`src/rtl/prio_arbiter.sv`:
```
// -----------------------------------------------------------------------------
// prio_arbiter
//   Registered priority encoder / arbiter. Selects one active request from a
//   WIDTH-bit vector, using either fixed priority (highest index wins) or
//   round-robin priority (scan upward from the last transferred grant). The
//   winner is held in an output register and released via valid/ready.
//
// Parameters
//   WIDTH        number of request lines (2..32)
//   IDXW         derived index width, $clog2(WIDTH); not overridable
//
// Ports
//   clk          clock, all state on rising edge
//   rst_n        asynchronous active-low reset
//   ena          capture enable; 0 blocks new captures
//   req          request vector, bit i = requester i
//   mode         0 = fixed priority, 1 = round-robin (sampled at capture)
//   out_ready    consumer accepts the current grant
//   out_valid    grant register holds an unconsumed grant
//   out_idx      index of the granted requester
//   out_onehot   one-hot of out_idx; zero when out_valid = 0
//   grant_count  completed-transfer counter (16 bit, wrapping)
//
// Build option
//   PRIO_ARB_STATS_EN  when defined, grant_count counts completed transfers;
//                      otherwise grant_count is tied to zero.
// -----------------------------------------------------------------------------
module prio_arbiter #(
    parameter  int WIDTH = 16,
    localparam int IDXW  = $clog2(WIDTH)
) (
    input  logic             clk,
    input  logic             rst_n,
    input  logic             ena,
    input  logic [WIDTH-1:0] req,
    input  logic             mode,
    input  logic             out_ready,
    output logic             out_valid,
    output logic [IDXW-1:0]  out_idx,
    output logic [WIDTH-1:0] out_onehot,
    output logic [15:0]      grant_count
);

    typedef enum logic {
        IDLE = 1'b0,
        HOLD = 1'b1
    } state_t;

    state_t            state;
    state_t            state_nxt;
    logic [IDXW-1:0]   last;
    logic              capture;
    logic              xfer;
    logic [IDXW-1:0]   fix_idx;
    logic [IDXW-1:0]   rr_idx;
    logic [IDXW-1:0]   rr_base;
    logic              rr_found;
    logic [IDXW-1:0]   cand;
    logic [IDXW-1:0]   win_idx;

    function automatic logic [IDXW-1:0] wrap_idx(input int unsigned p);
        return IDXW'(p % WIDTH);
    endfunction

    assign xfer    = (state == HOLD) && out_ready;
    assign capture = ena && (|req) && ((state == IDLE) || out_ready);

    // Fixed priority: the last set bit seen in an ascending scan is the highest.
    always_comb begin
        fix_idx = '0;
        for (int unsigned i = 0; i < WIDTH; i++) begin
            if (req[i]) fix_idx = IDXW'(i);
        end
    end

    // A capture in HOLD always coincides with the transfer of out_idx, so the
    // scan must start after out_idx rather than the not-yet-updated last.
    always_comb begin
        rr_base  = (state == HOLD) ? out_idx : last;
        rr_idx   = '0;
        rr_found = 1'b0;
        cand     = '0;
        for (int unsigned k = 1; k <= WIDTH; k++) begin
            cand = wrap_idx(32'(rr_base) + k);
            if (!rr_found && req[cand]) begin
                rr_idx   = cand;
                rr_found = 1'b1;
            end
        end
    end

    assign win_idx = mode ? rr_idx : fix_idx;

    always_ff @(posedge clk or negedge rst_n) begin
        if (!rst_n) state <= IDLE;
        else        state <= state_nxt;
    end

    always_comb begin
        state_nxt = state;
        case (state)
            IDLE:    if (capture) state_nxt = HOLD;
            HOLD:    if (capture)   state_nxt = HOLD;
                     else if (xfer) state_nxt = IDLE;
            default: state_nxt = IDLE;
        endcase
    end

    assign out_valid = (state == HOLD);

    always_ff @(posedge clk or negedge rst_n) begin
        if (!rst_n) begin
            out_idx    <= '0;
            out_onehot <= '0;
            last       <= IDXW'(WIDTH - 1);
        end else begin
            if (capture) begin
                out_idx    <= win_idx;
                out_onehot <= WIDTH'(1) << win_idx;
            end else if (xfer) begin
                out_onehot <= '0;
            end
            if (xfer) last <= out_idx;
        end
    end

`ifdef PRIO_ARB_STATS_EN
    always_ff @(posedge clk or negedge rst_n) begin
        if (!rst_n)    grant_count <= '0;
        else if (xfer) grant_count <= grant_count + 16'd1;
    end
`else
    assign grant_count = '0;
`endif

endmodule

```
`config.mk`:
```
export PLATFORM = sky130hd
export DESIGN_NAME = prio_arbiter
export DESIGN_NICKNAME = d
export VERILOG_FILES = /design/src/rtl/prio_arbiter.sv
export SDC_FILE = /design/constraint.sdc
export NUM_CORES = 1
export LEC_CHECK = 0
export CAP_MARGIN = 40
export CORE_AREA = 8 8 97 99
export DETAILED_ROUTE_END_ITERATION = 8
export DIE_AREA = 0 0 105 107
export GPL_TIMING_DRIVEN = 0
export PLACE_DENSITY_LB_ADDON = 0.25
export SYNTH_ARGS = -nofsm -noshare
export SYNTH_HDL_FRONTEND = slang
export SYNTH_SLANG_ARGS = --single-unit
```
`constraint.sdc`:
```
create_clock -name clk -period 5.4 [get_ports clk]
set_input_delay 0.81 -clock clk [delete_from_list [all_inputs] [get_ports clk]]
set_output_delay 0.81 -clock clk [all_outputs]
set_load 0.1 [all_outputs]
```
# After elaboration in Yosys (flattened, before gate mapping)
# Cells that the tools add are included.
totals:
  latch_bits: 0
  input_bits: 21
  out_inout_bits: 37
  mem_bits_rw: 0
  regBits: 25
  wordCells: 160
  romBits: 0
  memories: 0
op_classes:
  div: 0
  order_cmp: 16
  bitwise_logic: 1
  n_reduce_logical: 36
  n_shift: 1
  n_eq_ne: 0
  muxes: 86
  mul: 0
  add_sub_neg: 16
op_table:
  columns: ["operator", "count"]
  rows:
  - ["$mux 4", 26]
  - ["$lt 4x5->1 const B", 16]
  - ["$bmux 1 s4", 16]
  - ["$mux 1", 35]
  - ["$add 4x4->4 const B", 8]
  - ["$mux 16", 2]
  - ["$logic_and 1x1->1", 18]
  - ["$add 4x3->4 const B", 4]
  - ["$reduce_or 16->1", 1]
  - ["$shl 1x4->16 const A", 1]
  - ["$logic_not 1->1", 15]
  - ["$mux 3", 4]
  - ["$add 4x1->4 const B", 2]
  - ["$add 4x2->4 const B", 2]
  - ["$mux 2", 2]
  - ["$pmux 1 s2", 1]
  - ["$reduce_bool 2->1", 1]
  - ["$logic_or 1x1->1", 1]
  - ["$not 1->1", 1]

# Longest topological paths before layout
# Gate-level depths: netlist of the first run.
depth:
  depth_word: 53
  ltp_mapped: 16
  depth_no_buf: 14

# Worst setup path after synthesis of the first run
# Ideal clock, no wire load.
synth_path:
  path_type: "flip-flop to flip-flop"
  from: "register state (netlist: out_valid)"
  to: "register out_onehot[13]"
  required_time_ns: 5.278
  arrival_ns: 4.901
  n_path_buf: 3
  synth_period_minus_slack_ns: 5.022
  setup_ns: 0.122
  path_stages_with_launch: 16
  slack_ns: 0.378
  path_cell_list: "dfrtp_1 mux2i_4 inv_4 buf_6 clkbuf_1 ha_1 xnor2_4 mux4_2 mux2i_1 buf_2 nor2_1 a221o_1 a31o_1 o31ai_2 nor2_1 a22o_1"
synth_via:
  elab_chain_cells: 53
  elab_cells_between_ends: 118
  classes_between: "16 x add/sub; 1 x shift; 66 x mux; 1 x bitwise; 34 x reduce/logical"
synth_rtl:
  columns: ["element", "line_no", "source"]
  rows:
  - ["start: declaration", "49", "state_t state;"]
  - ["start signal: assignment", "96", "else state <= state_nxt;"]
  - ["$mux 4", "79", "rr_base = (state == HOLD) ? out_idx : last;"]
  - ["$add 4x1->4", "84", "cand = wrap_idx(32'(rr_base) + k);"]
  - ["$bmux 1 s4", "85", "if (!rr_found && req[cand]) begin"]
  - ["$mux 1 (not written as such)", "85", null]
  - ["$mux 1", "85", null]
  - ["$logic_not 1->1", "85", null]
  - ["$logic_and 1x1->1", "85", null]
  - ["$mux 1", "85", null]
  - ["[37 not listed]", null, null]
  - ["$logic_and 1x1->1", "85", null]
  - ["$mux 1", "85", null]
  - ["$logic_not 1->1", "85", null]
  - ["$logic_and 1x1->1", "85", null]
  - ["$mux 4", "85", null]
  - ["$mux 4", "92", "assign win_idx = mode ? rr_idx : fix_idx;"]
  - ["$shl 1x4->16", "119", "out_onehot <= WIDTH'(1) << win_idx;"]
  - ["$mux 16", "117", "if (capture) begin"]
  - ["end signal: assignment", "119", null]
  - ["end: declaration", "40", "output logic [WIDTH-1:0] out_onehot,"]
# Parallel ways exist; a longest one is shown, timed or not. The select of a mux whose other input is x is not followed.
# A chain may end at the register's enable or synchronous reset.

# Worst setup path after layout of the first run
layout_path:
  from: "register state (netlist: out_valid)"
  to: "register out_onehot[15]"
# The elaborated chain is that of the path after synthesis.

==> summary.md, run 1 <==
| Metric | Value |
|---|---|
| Result of the run | completed |
| All-layer global routing usage | 21.9% |
| Antenna violations before repair | 0 |
| Wire length of the first global-routing pass | 20.1 mm |
| Number of buffers added by the clock tree synthesis step | 3 |
| Count of input and output buffers | 40 |
| Die H | 107 microns |
| Detailed route wirelength on metal2 | 6.19 mm |
| Area share of the largest cell type after synthesis | 13.7% |
| Number of buffer and inverter instances along the worst setup path | 3 |
| First-pass iteration count of the detailed router | 5 |
| Routed len/inst | 20.4 microns |
| Area growth syn-to-layout | 27.4% |
| Most used standard cells in the synthesized netlist | 46 x sky130_fd_sc_hd__mux2i_1, 44 x sky130_fd_sc_hd__nand2_1, 27 x sky130_fd_sc_hd__nor2_1, 21 x sky130_fd_sc_hd__dfrtp_1, 21 x sky130_fd_sc_hd__mux4_2 |
| Flops & latches, synth | 25 |
| Stage delay of the slowest cell on the critical path | 0.60 ns |
| Vias in the first global route | 3,742 |
| Clock slew at the register clock pins of the worst setup and hold paths | 0.09 ns |
| Synth area leaders | sky130_fd_sc_hd__dfrtp_1 14%, sky130_fd_sc_hd__mux4_2 12%, sky130_fd_sc_hd__mux2i_1 12%, sky130_fd_sc_hd__nand2_1 4.3%, sky130_fd_sc_hd__mux2_2 4.1% |
| Max-cap violations | 0 |
| Vias per Instance | 6.34 |
| RSZ-0062 raised after global routing | no |
| Buffers from clock root to sink, at most | 2 |
| Critical path start-end classification | flop to flop |
| Fin crit share | 93.5% |
| Post-layout min period | 5.05 ns |
| Cell-by-cell listing of the critical path | buf_6 -> mux2i_4 -> inv_2 -> buf_2 -> ha_1 -> nand2_1 -> o22ai_1 -> a311oi_4 -> mux4_2 -> mux2_2 -> nand2_1 -> a211oi_1 -> nor4_1 -> o31ai_4 -> or2_1 -> o21ai_1 |
| Crit path top cell by count | sky130_fd_sc_hd__nand2_1 |
| Total of warnings raised by yosys | 0 |
| Placer Congestion | 0.935 |
| Dominant cell by count in the synthesized netlist | sky130_fd_sc_hd__mux2i_1 |
| Place WS | 0.0703 ns |
| Number of remaining DRC errors | 0 |
| Normalized max-slew margin | 43.2% |
| Initial detailed-routing violation count | 383 |
| Initial core utilization | 48.3% |
| Io pins | 58 |
| Mean cell area of the mapped netlist | 9.13 sq um |
| Number of setup violations in the final report | 0 |
| Die span in x | 105 microns |
| Mapped Cells | 419 |
| Buffer cell driving the clock tree root | sky130_fd_sc_hd__clkbuf_8 |
| Tightest Hold Check Type | flop to flop |
| Data arrival time of the critical path | 5.25 ns |
| Count of final max-slew check failures | 0 |
| Worst setup EP type | flop |
| Max Clock Freq | 0.198 GHz |
| Total half-perimeter wirelength after legalization and detailed placement | 9.65 mm |
| Transition time of the tightest slew-check pin | 0.845 ns |
| Distinct cell type count of the synthesized netlist | 77 |
| Critical Path Source Type | flop |
| Required @ worst endpoint | 5.60 ns |
| Hold Violations, Final | 0 |
| Overall die area | 11,200 sq um |
| Worst-case setup margin in the final layout | 0.353 ns |
| Routed wl met3 | 965 microns |
| CP Max Fanout | 12 |
| Area leader, netlist | sky130_fd_sc_hd__dfrtp_1 |
| Number of synthesized flops with an enable pin | 0 |
| Metal1 wirelength | 5.09 mm |
| Layout cell share with drive strength beyond 1 | 23.7% |
| Share of synthesized flip-flops with an asynchronous set or reset | 100% |
| Rows | 33 |
| Summed instance area of the synthesized netlist | 3830 sq um |
| Nets | 537 |
| Post-route ant nets | 0 |
| Cell family with the largest share of critical-path delay | multiplexers |
| CTS tree | done |
| Overall overflow remaining after global route | 0 |
| Later-pin clock latency in the skew report | 0.27 ns |
| Detailed-route via count | 3,880 |
| Pin count of the biggest net entering global routing | 20 |
| Share of the yosys chip area belonging to registers | 16.5% |
| Core area | 7930 sq um |
| Count of H-tree levels built during CTS | 1 |
| Number of antenna cells inserted | 0 |
| Filler instances | 675 |
| Layout Skew | 0.0102 ns |
| Setup tns final | 0 ns |
| Slowest cell on crit path | sky130_fd_sc_hd__mux4_2 |
| Total wire length | 12.5 mm |
| Top sig layer | met4 |
| # clock sinks | 25 |
| Synth Flop Type | sky130_fd_sc_hd__dfrtp_1 |
[path summary, 6_finish.rpt]
path                                 from              to  depth (start not counted)  slack [ns]
max in group asynchronous           rst_n         last[3]                          2        4.04
min reg2reg                out_onehot[12]  out_onehot[12]                          2        0.49
min in group asynchronous           rst_n  out_onehot[12]                          1        0.83
max reg2reg                     out_valid  out_onehot[15]                         16        0.35
max                             out_valid  out_onehot[15]                         16        0.35
min                        out_onehot[12]  out_onehot[12]                          2        0.49
[metrics by stage]
step | cell area, sq um | std cells | hold slack, ns | utilization (%)
2_1_floorplan | 3880 | 434 | 0.475 | -
3_3_place_gp | 4410 | 579 | 0.478 | 55.7
3_5_place_dp | 4760 | 601 | 0.476 | 60.0
4_1_cts | 4810 | 605 | 0.497 | 60.6
5_1_grt | 4870 | 612 | 0.526 | 61.5
6_report | 4870 | 612 | 0.492 | 61.5
[kinds of logic (layout without fill, tap and decap cells)]
group | after synthesis | after routing | synth area share (%)
xor+xnor | 9 | 9 | 3.04
other cells | 1 | 16 | 0.0980
mux | 89 | 89 | 32.7
compound gates | 113 | 113 | 20.6
flops | 25 | 25 | 16.5
simple gates | 127 | 127 | 17.4
buf+inv | 47 | 120 | 7.13
fa+ha+maj | 8 | 8 | 2.62
[final cells by class]
cell class	count	area, sq um	share of cell area, %
multi-input cells	362	3000	61.4
repair buffers	69	796	16.3
inverters	14	55.1	1.13
plain buffers	33	218	4.47
well taps	105	131	2.70
flip-flops and latches	25	631	12.9
clock inverters	1	7.51	0.154
clock buffers	3	41.3	0.847
[state kept, by name, indices dropped and copies added, names as in the netlist]
name / flops
last: 4
out_idx: 4
out_valid: 1
out_onehot: 16
[metal layers]
| metal | track usage (%) | vias to the layer above |
|---|---|---|
| li1 | - | 1753 |
| met1 | 28.2 | 1905 |
| met2 | 36.7 | 192 |
| met3 | 3.78 | 30 |
| met4 | 6.63 | 0 |
| met5 | 0 | - |
[worst min-delay path, delay by kind of cell, from the launching register on]
family             cells  cell delay (ns)
AOI/OAI and AO/OA      1             0.06
and+or+nand+nor        1             0.05
DFF                    1             0.35
[repair_timing]
item | 4_1_cts | 5_1_grt
buffers inserted | 0 | 7
hold buffers | 0 | 0
setup endpoints to repair | 0 | 20
gates resized for setup | 0 | 3
endpoints found under the hold margin | 0 | 0
[layout by cell type (no fill, tap or decap), types with 8 or more instances in the layout]
cell type | Yosys | layout
sky130_fd_sc_hd__a31oi_1 | 9 | 9
sky130_fd_sc_hd__o21ai_0 | 17 | 17
sky130_fd_sc_hd__mux2i_1 | 46 | 45
sky130_fd_sc_hd__conb_1 | 1 | 16
sky130_fd_sc_hd__nand2b_1 | 8 | 8
sky130_fd_sc_hd__buf_4 | 18 | 25
sky130_fd_sc_hd__nor3_1 | 10 | 10
sky130_fd_sc_hd__clkbuf_1 | 8 | 8
sky130_fd_sc_hd__a21oi_1 | 18 | 18
sky130_fd_sc_hd__ha_1 | 8 | 8
sky130_fd_sc_hd__inv_1 | 11 | 11
sky130_fd_sc_hd__nand3_1 | 9 | 9
sky130_fd_sc_hd__buf_8 | 0 | 21
sky130_fd_sc_hd__mux4_2 | 21 | 21
sky130_fd_sc_hd__mux2_2 | 14 | 14
sky130_fd_sc_hd__o21ai_1 | 13 | 12
sky130_fd_sc_hd__nor2_1 | 27 | 27
sky130_fd_sc_hd__nand2_1 | 44 | 44
sky130_fd_sc_hd__clkdlybuf4s50_1 | 0 | 40
sky130_fd_sc_hd__dfrtp_1 | 21 | 21
Power of run 1 is left out: the tool's default activity adds up to more than one toggle a clock period on the data nets, which glitch-free logic cannot reach.
==> run 2, diff against run 1 <==
--- a/config.mk
+++ b/config.mk
@@ -5,11 +5,13 @@
 export SDC_FILE = /design/constraint.sdc
 export NUM_CORES = 1
 export LEC_CHECK = 0
+export ABC_CLOCK_PERIOD_IN_PS = 5400
 export CAP_MARGIN = 40
 export CORE_AREA = 8 8 97 99
 export DETAILED_ROUTE_END_ITERATION = 8
 export DIE_AREA = 0 0 105 107
 export GPL_TIMING_DRIVEN = 0
+export HOLD_SLACK_MARGIN = 0.06
 export PLACE_DENSITY_LB_ADDON = 0.25
 export SYNTH_ARGS = -nofsm -noshare
 export SYNTH_HDL_FRONTEND = slang
==> results of run 2 <==
Same layout as run 1: the final DEF is identical, and so are final timing and power.
Power of run 2 is left out for the same reason.
